--- config.mk ---
export PLATFORM = sky130hd
export DESIGN_NAME = instr_fetch
export DESIGN_NICKNAME = d
export VERILOG_FILES = /design/src/rtl/instr_fetch_pkg.sv /design/src/rtl/instr_fetch_pc_reg.sv /design/src/rtl/instr_fetch.sv
export SDC_FILE = /design/constraint.sdc
export NUM_CORES = 1
export LEC_CHECK = 0
export CAP_MARGIN = 0
export CORE_AREA = 2 2 60 62
export DETAILED_ROUTE_END_ITERATION = 12
export DIE_AREA = 0 0 62 64
export PLACE_DENSITY_LB_ADDON = 0.3
export SLEW_MARGIN = 20
export SYNTH_ARGS = -nofsm -noshare
export SYNTH_HDL_FRONTEND = slang
export SYNTH_SLANG_ARGS = --single-unit
export TNS_END_PERCENT = 10
--- constraint.sdc ---
create_clock -name clk -period 2.5 [get_ports clk]
set_clock_uncertainty 0.1 [all_clocks]
set_input_delay 0.75 -clock clk [delete_from_list [all_inputs] [get_ports clk]]
set_output_delay 0.75 -clock clk [all_outputs]
set_load 0.05 [all_outputs]
--- src/rtl/instr_fetch_pkg.sv ---
// instr_fetch_pkg: shared fetch FSM encoding and default RAM/fetch widths.
package instr_fetch_pkg;
    localparam int DEF_DATA_W = 16;
    localparam int DEF_ADDR_W = 8;
    typedef enum logic [1:0] {
        FETCH = 2'b00,
        WAIT  = 2'b01,
        HOLD  = 2'b10
    } state_t;
endpackage

--- src/rtl/instr_fetch_pc_reg.sv ---
// instr_fetch_pc_reg: program counter with async active-low reset, load over increment.
module instr_fetch_pc_reg #(
    parameter int ADDR_W = 8,
    parameter logic [ADDR_W-1:0] RESET_PC = '0
) (
    input  logic              clk,
    input  logic              rst,
    input  logic              load,
    input  logic              inc,
    input  logic [ADDR_W-1:0] d,
    output logic [ADDR_W-1:0] q
);
    always_ff @(posedge clk or negedge rst) begin
        if (!rst) q <= RESET_PC;
        else if (load) q <= d;
        else if (inc) q <= q + 1'b1;
    end
endmodule

--- src/rtl/instr_fetch.sv ---
// instr_fetch: drives a sync-read RAM from the PC, absorbs its one-cycle latency
// and hands the captured word to the decoder with a valid/ready handshake.
module instr_fetch
    import instr_fetch_pkg::*;
#(
    parameter int DATA_W = DEF_DATA_W,
    parameter int ADDR_W = DEF_ADDR_W,
    parameter logic [ADDR_W-1:0] RESET_PC = '0
) (
    input  logic              clk,
    input  logic              rst,
    output logic [ADDR_W-1:0] mem_rd_addr,
    input  logic [DATA_W-1:0] mem_dout,
    output logic [DATA_W-1:0] ir,
    output logic [ADDR_W-1:0] ir_pc,
    output logic              ir_valid,
    input  logic              ir_ready,
    input  logic              load_pc,
    input  logic [ADDR_W-1:0] pc_in,
    input  logic              halt
);
    state_t state, next_state;
    logic [ADDR_W-1:0] pc;
    instr_fetch_pc_reg #(.ADDR_W(ADDR_W), .RESET_PC(RESET_PC)) u_pc (
        .clk (clk),
        .rst (rst),
        .load(load_pc),
        .inc (state == WAIT),
        .d   (pc_in),
        .q   (pc)
    );
    assign mem_rd_addr = pc;
    always_ff @(posedge clk or negedge rst) begin
        if (!rst) state <= FETCH;
        else state <= next_state;
    end
    // redirect wins over everything; the unused encoding falls back to FETCH
    always_comb begin
        next_state = load_pc          ? FETCH :
                     state == FETCH   ? (halt ? FETCH : WAIT) :
                     state == WAIT    ? HOLD :
                     state == HOLD    ? (ir_ready ? FETCH : HOLD) : FETCH;
    end
    always_ff @(posedge clk or negedge rst) begin
        if (!rst) begin
            ir       <= '0;
            ir_pc    <= '0;
            ir_valid <= 1'b0;
        end else if (load_pc) begin
            ir_valid <= 1'b0;
        end else if (state == WAIT) begin
            ir       <= mem_dout;
            ir_pc    <= pc;
            ir_valid <= 1'b1;
        end else if (state == HOLD && ir_ready) begin
            ir_valid <= 1'b0;
        end
    end
endmodule
## Word-level counts from Yosys, hierarchy flattened

Index checks and enable logic that the tools add are counted.

| cells by class | value |
|---|---|
| add/sub/neg operators | 1 |
| eq/ne operators | 2 |
| mux-type cells | 11 |
| bitwise gates (word level) | 1 |
| reductions and logical operators | 5 |

Operator list:

| operator | number |
|---|---|
| $mux 8 | 2 |
| $mux 2 | 5 |
| $add 8x1->8 const B | 1 |
| $mux 1 | 4 |
| $reduce_bool 3->1 | 1 |
| $eq 2x1->1 const B | 1 |
| $eq 2x2->1 const B | 1 |
| $logic_not 2->1 | 1 |
| $reduce_and 2->1 | 1 |
| $reduce_bool 2->1 | 1 |
| $logic_and 1x1->1 | 1 |
| $not 1->1 | 1 |

| word-level totals | value |
|---|---|
| bits in registers | 35 |
| input bits | 29 |

## Logic depth before layout (Yosys ltp)

Gate-level depths: netlist (run 1).

| logic depth | value |
|---|---|
| depth in word-level cells | 5 |
| depth in mapped cells | 4 |
| gate-level depth less buffers | 4 |

## Modules after synthesis

A second synthesis (run 1) with hierarchy kept.

| unflattened totals | value |
|---|---|
| cells, all modules | 111 |
| area total of the unflattened synthesis | 1493.9 um^2 |

By module, submodules not included:

| module | times used | cells each | area each (um^2) |
|---|---|---|---|
| instr_fetch | 1 | 62 | 1043.5 |
| instr_fetch_pc_reg | 1 | 49 | 450.4 |

## Least setup slack after synthesis (run 1)

OpenSTA, ideal clock, no wires.

| timing path | value |
|---|---|
| kind | in2reg |
| from | input port load_pc |
| to | register ir[0] |
| library setup time | 0.125 ns |
| arrival | 1.654 ns |
| required time | 2.275 ns |
| setup slack | 0.621 ns |
| stages on the path | 4 |
| cells stage by stage | clkbuf_1 nor2_2 buf_4 mux2_2 |

| on the way | value |
|---|---|
| cells in the longest elaborated chain, start to end | 2 |

Ends and longest elaborated chain:

| element | line | source |
|---|---|---|
| start, declared | instr_fetch.sv:18 | `input logic load_pc,` |
| $not 1->1 (no source line) | - |  |
| $reduce_and 2->1 (no source line) | - |  |
| end signal, assigned | instr_fetch.sv:52 | `ir <= mem_dout;` |
| end, declared | instr_fetch.sv:14 | `output logic [DATA_W-1:0] ir,` |

No other way between the ends.
A chain may end at the register's enable or synchronous reset.

## Final worst setup path (run 1)

| timing path | value |
|---|---|
| from | register u_pc.q[0] |
| to | output port mem_rd_addr[0] |

RTL lines:

| element | line | source |
|---|---|---|
| start, declared | instr_fetch_pc_reg.sv:11 | `output logic [ADDR_W-1:0] q` |
| start signal, assigned | instr_fetch_pc_reg.sv:16 | `else if (inc) q <= q + 1'b1;` |
| end, declared | instr_fetch.sv:12 | `output logic [ADDR_W-1:0] mem_rd_addr,` |

No word-level cell between the ends.

==> metrics.txt, run 1 <==
# hold bufs at CTS=0; Clock Sinks=35; Sequential cell area=876 um^2; FF-to-FF path depth=4; cell family with most CP delay=buffers and inverters; DP HPWL=2310 um; CP peak stage delay=0.84 ns; CTS H-tree depth=2; post-placement cell area=2120 um^2; ANT cells=0; sw frac=39.7%; vias in the first global route=1,102; Post-Syn Area=1460 um^2; top cell type's share of synthesized area=60.1%; Nets=206; measured slew at the worst slew-check pin=0.757 ns; Leakage=0.914 nW; initial antenna violation count=0; Placed Instances=215; VDD IR max=0.569 mV; status=completed; Slew Limit Fails=0; pin count of the biggest net entering global routing=36; part of the power in registers=37.3%; pwr dens=937 nW/um^2; min Tclk post-route=2.44 ns; CP bufs+invs=1; Post-CTS Repair Setup Buffers=0; Final Wtd Congestion=0.720; Period Utilization, post-route=97.6%; synthesized area per cell=13.2 um^2; # Max-Cap Violations=0; count of cell types in the netlist=27; number of nets still failing antenna checks after routing=0; Cell Chain, Critical Path=clkdlybuf4s50_1; Setup TNS=0 ns; layout cells sized above 1=21.6%; setup violators final=0; Crit-path slowest cell=clkdlybuf4s50_1; Seq cells post-synth=35; Setup crit end kind=output pin; Setup Crit Path Kind=register to output pin; WP depth=1; Synthesis Warnings=0; Die Width=62 um; iteration-0 DRC count of the detailed router=51; Gate Count Post-Synth=110; CP arrival=1.59 ns; FF-to-FF setup slack=0.92 ns; DR WL/cell=13.6 um; leading area contributor after synthesis=dfrtp_1; combinational share of power=44.4%; area occupied by multi-input gates=547 um^2; RSZ-0062 raised after global routing=false; Fillers=272; global-route wire length before repair=4920 um; clk buf depth=2; DR pass1 iterations=4; post-route cell area=2190 um^2; final WL=3020 um; Skew-Pair Late Insertion Delay=0.32 ns; R2R Path End=ir[6]; Async SR Flop Fraction=100%; Ports=62; gr usage total=16.6%; PostCTS Resize Cnt=1; syn_nets=140; Starting Density=44.3%; worst endpoint required time=1.65 ns; DR vias/cell=5.04; CTS tree=built; count leader, synth=dfrtp_1; EDFF count, synth=0; P_int=1.24 mW; relative slew slack=49.6%; DRC violations left=0; Clock transition at path regs=0.10 ns; total vias in the final route=1,119; total CTS buffers=5; Final Hold Viols=0; area grow syn2layout=50.5%; Core ar.=3280 um^2; Max Fclk=410 MHz; CTS root buf=clkbuf_4; Post-synth top flop=dfrtp_1; # rows=21; gr ovfl total=0; worst-path fanout max=5; Switch Pwr=0.816 mW; DIE AREA=3970 um^2; sequential share of the synthesized area=60.1%; reg-to-reg critical path startpoint=state[1]; HP Class=primary input to asynchronous set/reset pin; Post-synth top cells=dfrtp_1 (35), mux2_2 (24), nand2_1 (7); non-filler cells, final=222; ranking of synthesized cells by area=dfrtp_1 (60%), mux2_2 (19%), or4_1 (2.1%), nand2_1 (1.8%), o21ai_0 (1.7%); CP Launch Type=register; Clock Power Share=18.3%; Tot Pwr=2.05 mW; DIE HEIGHT=64 um; I/O Buffers=61
## routing by layer
metal / GRT usage [%] / share of wire [%]
met2: 28.5 / 49
met4: 5.59 / 2.0
met1: 19.6 / 42
met5: 0 / 0
met3: 4.25 / 7.6
## flip-flops by register name, summed over array words and instances (netlist names)
signal    cells
ir_pc         8
ir           16
u_pc.q        8
ir_valid      1
state         2
## cells by family (layout without fill, tap and decap cells)
| logic type | after synthesis | in the layout | synth area share, % |
|---|---|---|---|
| xor gates and xnor gates | 2 | 2 | 1.20 |
| and+or+nand+nor | 28 | 28 | 11.3 |
| buffers and inverters | 7 | 73 | 2.32 |
| muxes | 25 | 25 | 19.2 |
| DFF | 35 | 35 | 60.1 |
| AOI/OAI and AO/OA | 12 | 12 | 4.98 |
| adders and majority gates | 1 | 1 | 0.859 |
## per-stage QoR
stage                     hold slack (ns)  setup slack, ns  util (%)
after detailed placement            0.395            0.293      64.5
after global placement              0.388            0.330      64.5
after floorplan                     0.354            0.621         -
after global routing                0.431          0.00727      66.7
final                               0.388           0.0595      66.7
after CTS                           0.401           0.0307      66.7
## cell usage in the layout, fill, tap and decap left out, drive strengths merged, types with 2 or more instances in the layout
| master | count |
|---|---|
| a31oi | 2 |
| buf | 5 |
| clkbuf | 6 |
| clkdlybuf4s50 | 56 |
| dfrtp | 35 |
| inv | 3 |
| mux2 | 24 |
| nand2 | 7 |
| nand3 | 4 |
| nand3b | 2 |
| nor2 | 4 |
| o211ai | 3 |
| o21ai | 5 |
| or4 | 4 |
## area by class of cell
type,instances,share of cell area (%)
inverters,3,0.514
flip-flops and latches,35,40.0
multi-input cells,68,24.9
repair buffers,63,28.7
clock inverters,1,1.37
well taps,46,2.63
clock buffers,6,1.88
## worst max path at each step
stage,start,endpoint,slack [ns]
2_1_floorplan,load_pc,ir[0],0.62
3_3_place_gp,load_pc,u_pc.q[5],0.33
3_5_place_dp,load_pc,u_pc.q[6],0.29
4_1_cts,u_pc.q[5],mem_rd_addr[5],0.03
5_1_grt,u_pc.q[0],mem_rd_addr[0],0.007
6_report,u_pc.q[0],mem_rd_addr[0],0.06
## power groups by stage
stage / combinational [mW] / clock [mW] / sequential (mW)
floorplan: 0.140 / 0 / 1.21
global placement: 0.908 / 0 / 0.772
detailed placement: 0.922 / 0 / 0.783
CTS: 0.922 / 0.385 / 0.770
global route: 0.955 / 0.414 / 0.788
finish: 0.912 / 0.375 / 0.767
(Power assumes the default switching activity.)
==> run 2, diff against run 1 <==
==> constraint.sdc (replaced) <==
create_clock -name clk -period 2.5 [get_ports clk]
set_clock_uncertainty 0.1 [all_clocks]
set_input_delay 0.5 -clock clk [delete_from_list [all_inputs] [get_ports clk]]
set_output_delay 0.5 -clock clk [all_outputs]
set_load 0.05 [all_outputs]
==> run 2 against run 1 <==
Net effect:
- global-route usage is 0.94 points higher
- worst setup slack better by 0.14 ns
- clock power is 17% lower
- sequential share of layout area is 0.44 points higher
- critical path type unchanged
- critical endpoint is now mem_rd_addr[2]
- largest power group unchanged
==> metrics.txt, run 2 (synthesis gave the netlist of run 1 again) <==
status=completed; min Tclk post-route=2.30 ns; Ports=62; worst-path fanout max=7; Slew Limit Fails=0; measured slew at the worst slew-check pin=0.757 ns; combinational share of power=45.7%; DP HPWL=2370 um; DR vias/cell=5.04; Cell Chain, Critical Path=clkdlybuf4s50_1; DR WL/cell=14.3 um; DIE AREA=3970 um^2; FF-to-FF path depth=4; CP peak stage delay=0.86 ns; final WL=3180 um; relative slew slack=49.5%; area grow syn2layout=48.9%; post-placement cell area=2110 um^2; Final Wtd Congestion=0.689; most frequent cells in the layout=clkdlybuf4s50_1 (60), dfrtp_1 (35), mux2_2 (24); setup violators final=0; gr ovfl total=0; # Max-Cap Violations=0; VDD IR max=0.404 mV; reg-to-reg critical path startpoint=state[1]; clk buf depth=2; Period Utilization, post-route=91.9%; # rows=21; CTS root buf=clkbuf_4; pin count of the biggest net entering global routing=36; CP arrival=1.70 ns; gr usage total=17.6%; cell family with most CP delay=buffers and inverters; # hold bufs at CTS=0; Final Hold Viols=0; total CTS buffers=5; commonest non-fill, non-tap cell in the layout=clkdlybuf4s50_1; iteration-0 DRC count of the detailed router=43; Clock transition at path regs=0.10 ns; Crit-path slowest cell=clkdlybuf4s50_1; Setup TNS=0 ns; top flop regs=ir x16, ir_pc x8, u_pc.q x8; number of flip-flops in the largest register=16; worst endpoint required time=1.90 ns; Switch Pwr=0.829 mW; CTS H-tree depth=2; pwr dens=919 nW/um^2; Starting Density=44.3%; RSZ-0062 raised after global routing=false; Skew-Pair Late Insertion Delay=0.33 ns; part of the power in registers=38.7%; R2R Path End=ir[8]; number of nets still failing antenna checks after routing=0; I/O Buffers=61; Die Width=62 um; P_int=1.16 mW; Setup crit end kind=output pin; CP bufs+invs=1; PostCTS Resize Cnt=0; CTS tree=built; post-route cell area=2170 um^2; Post-CTS Repair Setup Buffers=0; Clock Power Share=15.6%; non-filler cells, final=222; Leakage=0.892 nW; Setup Crit Path Kind=register to output pin; Fillers=252; sw frac=41.6%; FF-to-FF setup slack=0.88 ns; CP Launch Type=register; WP depth=1; ANT cells=0; DIE HEIGHT=64 um; global-route wire length before repair=5090 um; hold_ws=0.122 ns; HP Class=primary input to asynchronous set/reset pin; layout cells sized above 1=21.0%; largest reg by FF count=ir; vias in the first global route=1,175; DRC violations left=0; Max Fclk=435 MHz; Placed Instances=215; initial antenna violation count=0; DR pass1 iterations=4; Nets=206; Core ar.=3280 um^2; Clock Sinks=35; total vias in the final route=1,118
-- run 2: cell count changes in the layout (fill, tap and decap cells not counted), sizes merged --
cell | previous run | this run
dlymetal6s2s | 1 | 0
bufinv | 1 | 0
buf | 5 | 3
dlygate4sd2 | 1 | 0
clkinv | 0 | 1
clkdlybuf4s50 | 56 | 60
-- run 2: cell type report --
class | count | area (um^2) | area share [%]
timing repair buffer | 63 | 621 | 28.6
clock inverter | 1 | 5.00 | 0.231
tap | 46 | 57.6 | 2.65
inverter | 3 | 11.3 | 0.519
multi-input combinational | 68 | 547 | 25.2
clock buffer | 6 | 51.3 | 2.37
sequential | 35 | 876 | 40.4
-- run 2: through the flow --
step / utilization, % / power (mW) / setup WS (ns)
after floorplan: - / 1.35 / 0.789
after global placement: 64.3 / 1.68 / 0.350
after detailed placement: 64.3 / 1.70 / 0.299
after CTS: 66.0 / 2.02 / 0.198
after global routing: 66.0 / 2.09 / 0.173
final: 66.0 / 1.99 / 0.203
-- run 2: how the worst max path moves through the flow --
stage                     startpoint        endpoint  slack (ns)
after global routing       u_pc.q[2]  mem_rd_addr[2]        0.17
after global placement       load_pc          ir[14]        0.35
after detailed placement     load_pc           ir[8]        0.30
after floorplan            u_pc.q[2]       u_pc.q[7]        0.79
after CTS                  u_pc.q[2]  mem_rd_addr[2]        0.20
final                      u_pc.q[2]  mem_rd_addr[2]        0.20
-- run 2: routing by layer --
layer	vias to the layer above	part of all wire [%]	GRT usage, %
met5	-	0	0
met4	0	2.0	8.78
met3	9	7.7	4.25
met2	43	49	29.8
met1	538	41	19.7
li1	528	-	-
-- run 2: power groups by stage --
stage | Combinational (mW) | Clock [mW] | Sequential (mW)
floorplan | 0.140 | 0 | 1.21
CTS | 0.919 | 0.325 | 0.773
global route | 0.952 | 0.344 | 0.790
detailed placement | 0.917 | 0 | 0.785
finish | 0.910 | 0.311 | 0.770
global placement | 0.905 | 0 | 0.776
==> run 3, diff against run 2 <==
CORE_AREA = 5 5 63 65   (was 2 2 60 62)
DIE_AREA = 0 0 68 70   (was 0 0 62 64)
==> run 3 against run 2 <==
Net effect:
- count of clock-buffer cells in the layout unchanged
- wire length rose by 7.3%
- flip-flop and latch count stayed put
- largest cell class unchanged
==> metrics.txt, run 3 (synthesis gave the netlist of run 1 again) <==
non-filler cells, final=222; iteration-0 DRC count of the detailed router=46; DRC violations left=0; Core ar.=3280 um^2; status=completed; # rows=21; min Tclk post-route=2.30 ns; DR pass1 iterations=4; Period Utilization, post-route=92.0%; Setup Crit Path Kind=register to output pin; global-route wire length before repair=5400 um; cell family with most CP delay=buffers and inverters; Post-CTS Repair Setup Buffers=0; top flop regs=ir x16, ir_pc x8, u_pc.q x8; largest reg by FF count=ir; Setup TNS=0 ns; # hold bufs at CTS=0; DR WL/cell=15.4 um; DR vias/cell=5.05; CTS H-tree depth=2; worst-path fanout max=7; Placed Instances=215; FF-to-FF setup slack=0.87 ns; R2R Path End=ir[6]; area grow syn2layout=48.9%; CP arrival=1.70 ns; pin count of the biggest net entering global routing=36; CTS tree=built; ANT cells=0; I/O Buffers=61; Final Hold Viols=0; final WL=3410 um; Starting Density=44.3%; DIE HEIGHT=70 um; number of flip-flops in the largest register=16; CP peak stage delay=0.86 ns; Max Fclk=435 MHz; most frequent cells in the layout=clkdlybuf4s50_1 (60), dfrtp_1 (35), mux2_2 (24); Skew-Pair Late Insertion Delay=0.33 ns; CP Launch Type=register; measured slew at the worst slew-check pin=0.778 ns; number of nets still failing antenna checks after routing=0; pwr dens=920 nW/um^2; total CTS buffers=5; RSZ-0062 raised after global routing=false; vias in the first global route=1,184; Final Wtd Congestion=0.659; relative slew slack=48.1%; Clock transition at path regs=0.10 ns; commonest non-fill, non-tap cell in the layout=clkdlybuf4s50_1; DP HPWL=2550 um; Cell Chain, Critical Path=clkdlybuf4s50_1; Die Width=68 um; Crit-path slowest cell=clkdlybuf4s50_1; gr ovfl total=0; PostCTS Resize Cnt=0; clk buf depth=2; CTS root buf=clkbuf_4; HP Class=primary input to asynchronous set/reset pin; layout cells sized above 1=21.0%; setup violators final=0; gr usage total=15.2%; Nets=206; FF-to-FF path depth=4; Setup crit end kind=output pin; worst endpoint required time=1.90 ns; initial antenna violation count=0; VDD IR max=0.400 mV; DIE AREA=4760 um^2; reg-to-reg critical path startpoint=state[1]; Clock Sinks=35; CP bufs+invs=1; Ports=62; Leakage=0.892 nW; Slew Limit Fails=0; total vias in the final route=1,120; # Max-Cap Violations=0
-- run 3: how the worst max path moves through the flow --
stage / startpoint / to / cells after the start
floorplan: u_pc.q[2] / u_pc.q[7] / 3
global placement: load_pc / ir[5] / 4
detailed placement: load_pc / ir[6] / 4
CTS: u_pc.q[2] / mem_rd_addr[2] / 1
global route: u_pc.q[2] / mem_rd_addr[2] / 1
finish: u_pc.q[2] / mem_rd_addr[2] / 1
-- run 3: final cells by class --
type,instances,area (um^2)
Clock buffer,6,51.3
Clock inverter,1,5.00
Fill cell,267,1120
Inverter,3,11.3
Multi-Input combinational cell,68,547
Sequential cell,35,876
Tap cell,46,57.6
Timing Repair Buffer,63,621
-- run 3: report_power, final --
part	total, mW	internal [mW]	switching [mW]
clock	0.310	0.130	0.180
sequential	0.772	0.690	0.0814
combinational	0.913	0.342	0.571
total	1.99	1.16	0.832
-- run 3: through the flow --
| step | setup slack, ns | utilization (%) | cell area (um^2) | hold WS [ns] | power, mW |
|---|---|---|---|---|---|
| CTS | 0.188 | 66.0 | 2170 | 0.141 | 2.02 |
| floorplan | 0.789 | - | 1460 | 0.104 | 1.35 |
| finish | 0.199 | 66.0 | 2170 | 0.138 | 1.99 |
| global placement | 0.556 | 64.3 | 2110 | 0.389 | 1.68 |
| global route | 0.125 | 66.0 | 2170 | 0.166 | 2.09 |
| detailed placement | 0.513 | 64.3 | 2110 | 0.396 | 1.71 |
-- run 3: routing by layer --
layer  vias to the layer above  global-route usage [%]  share of wire (%)
li1                        528                       -                  -
met1                       541                    18.5                 41
met2                        46                    24.2                 50
met3                         5                    4.49                7.8
met4                         0                    7.28                1.4
met5                         -                       0                  0
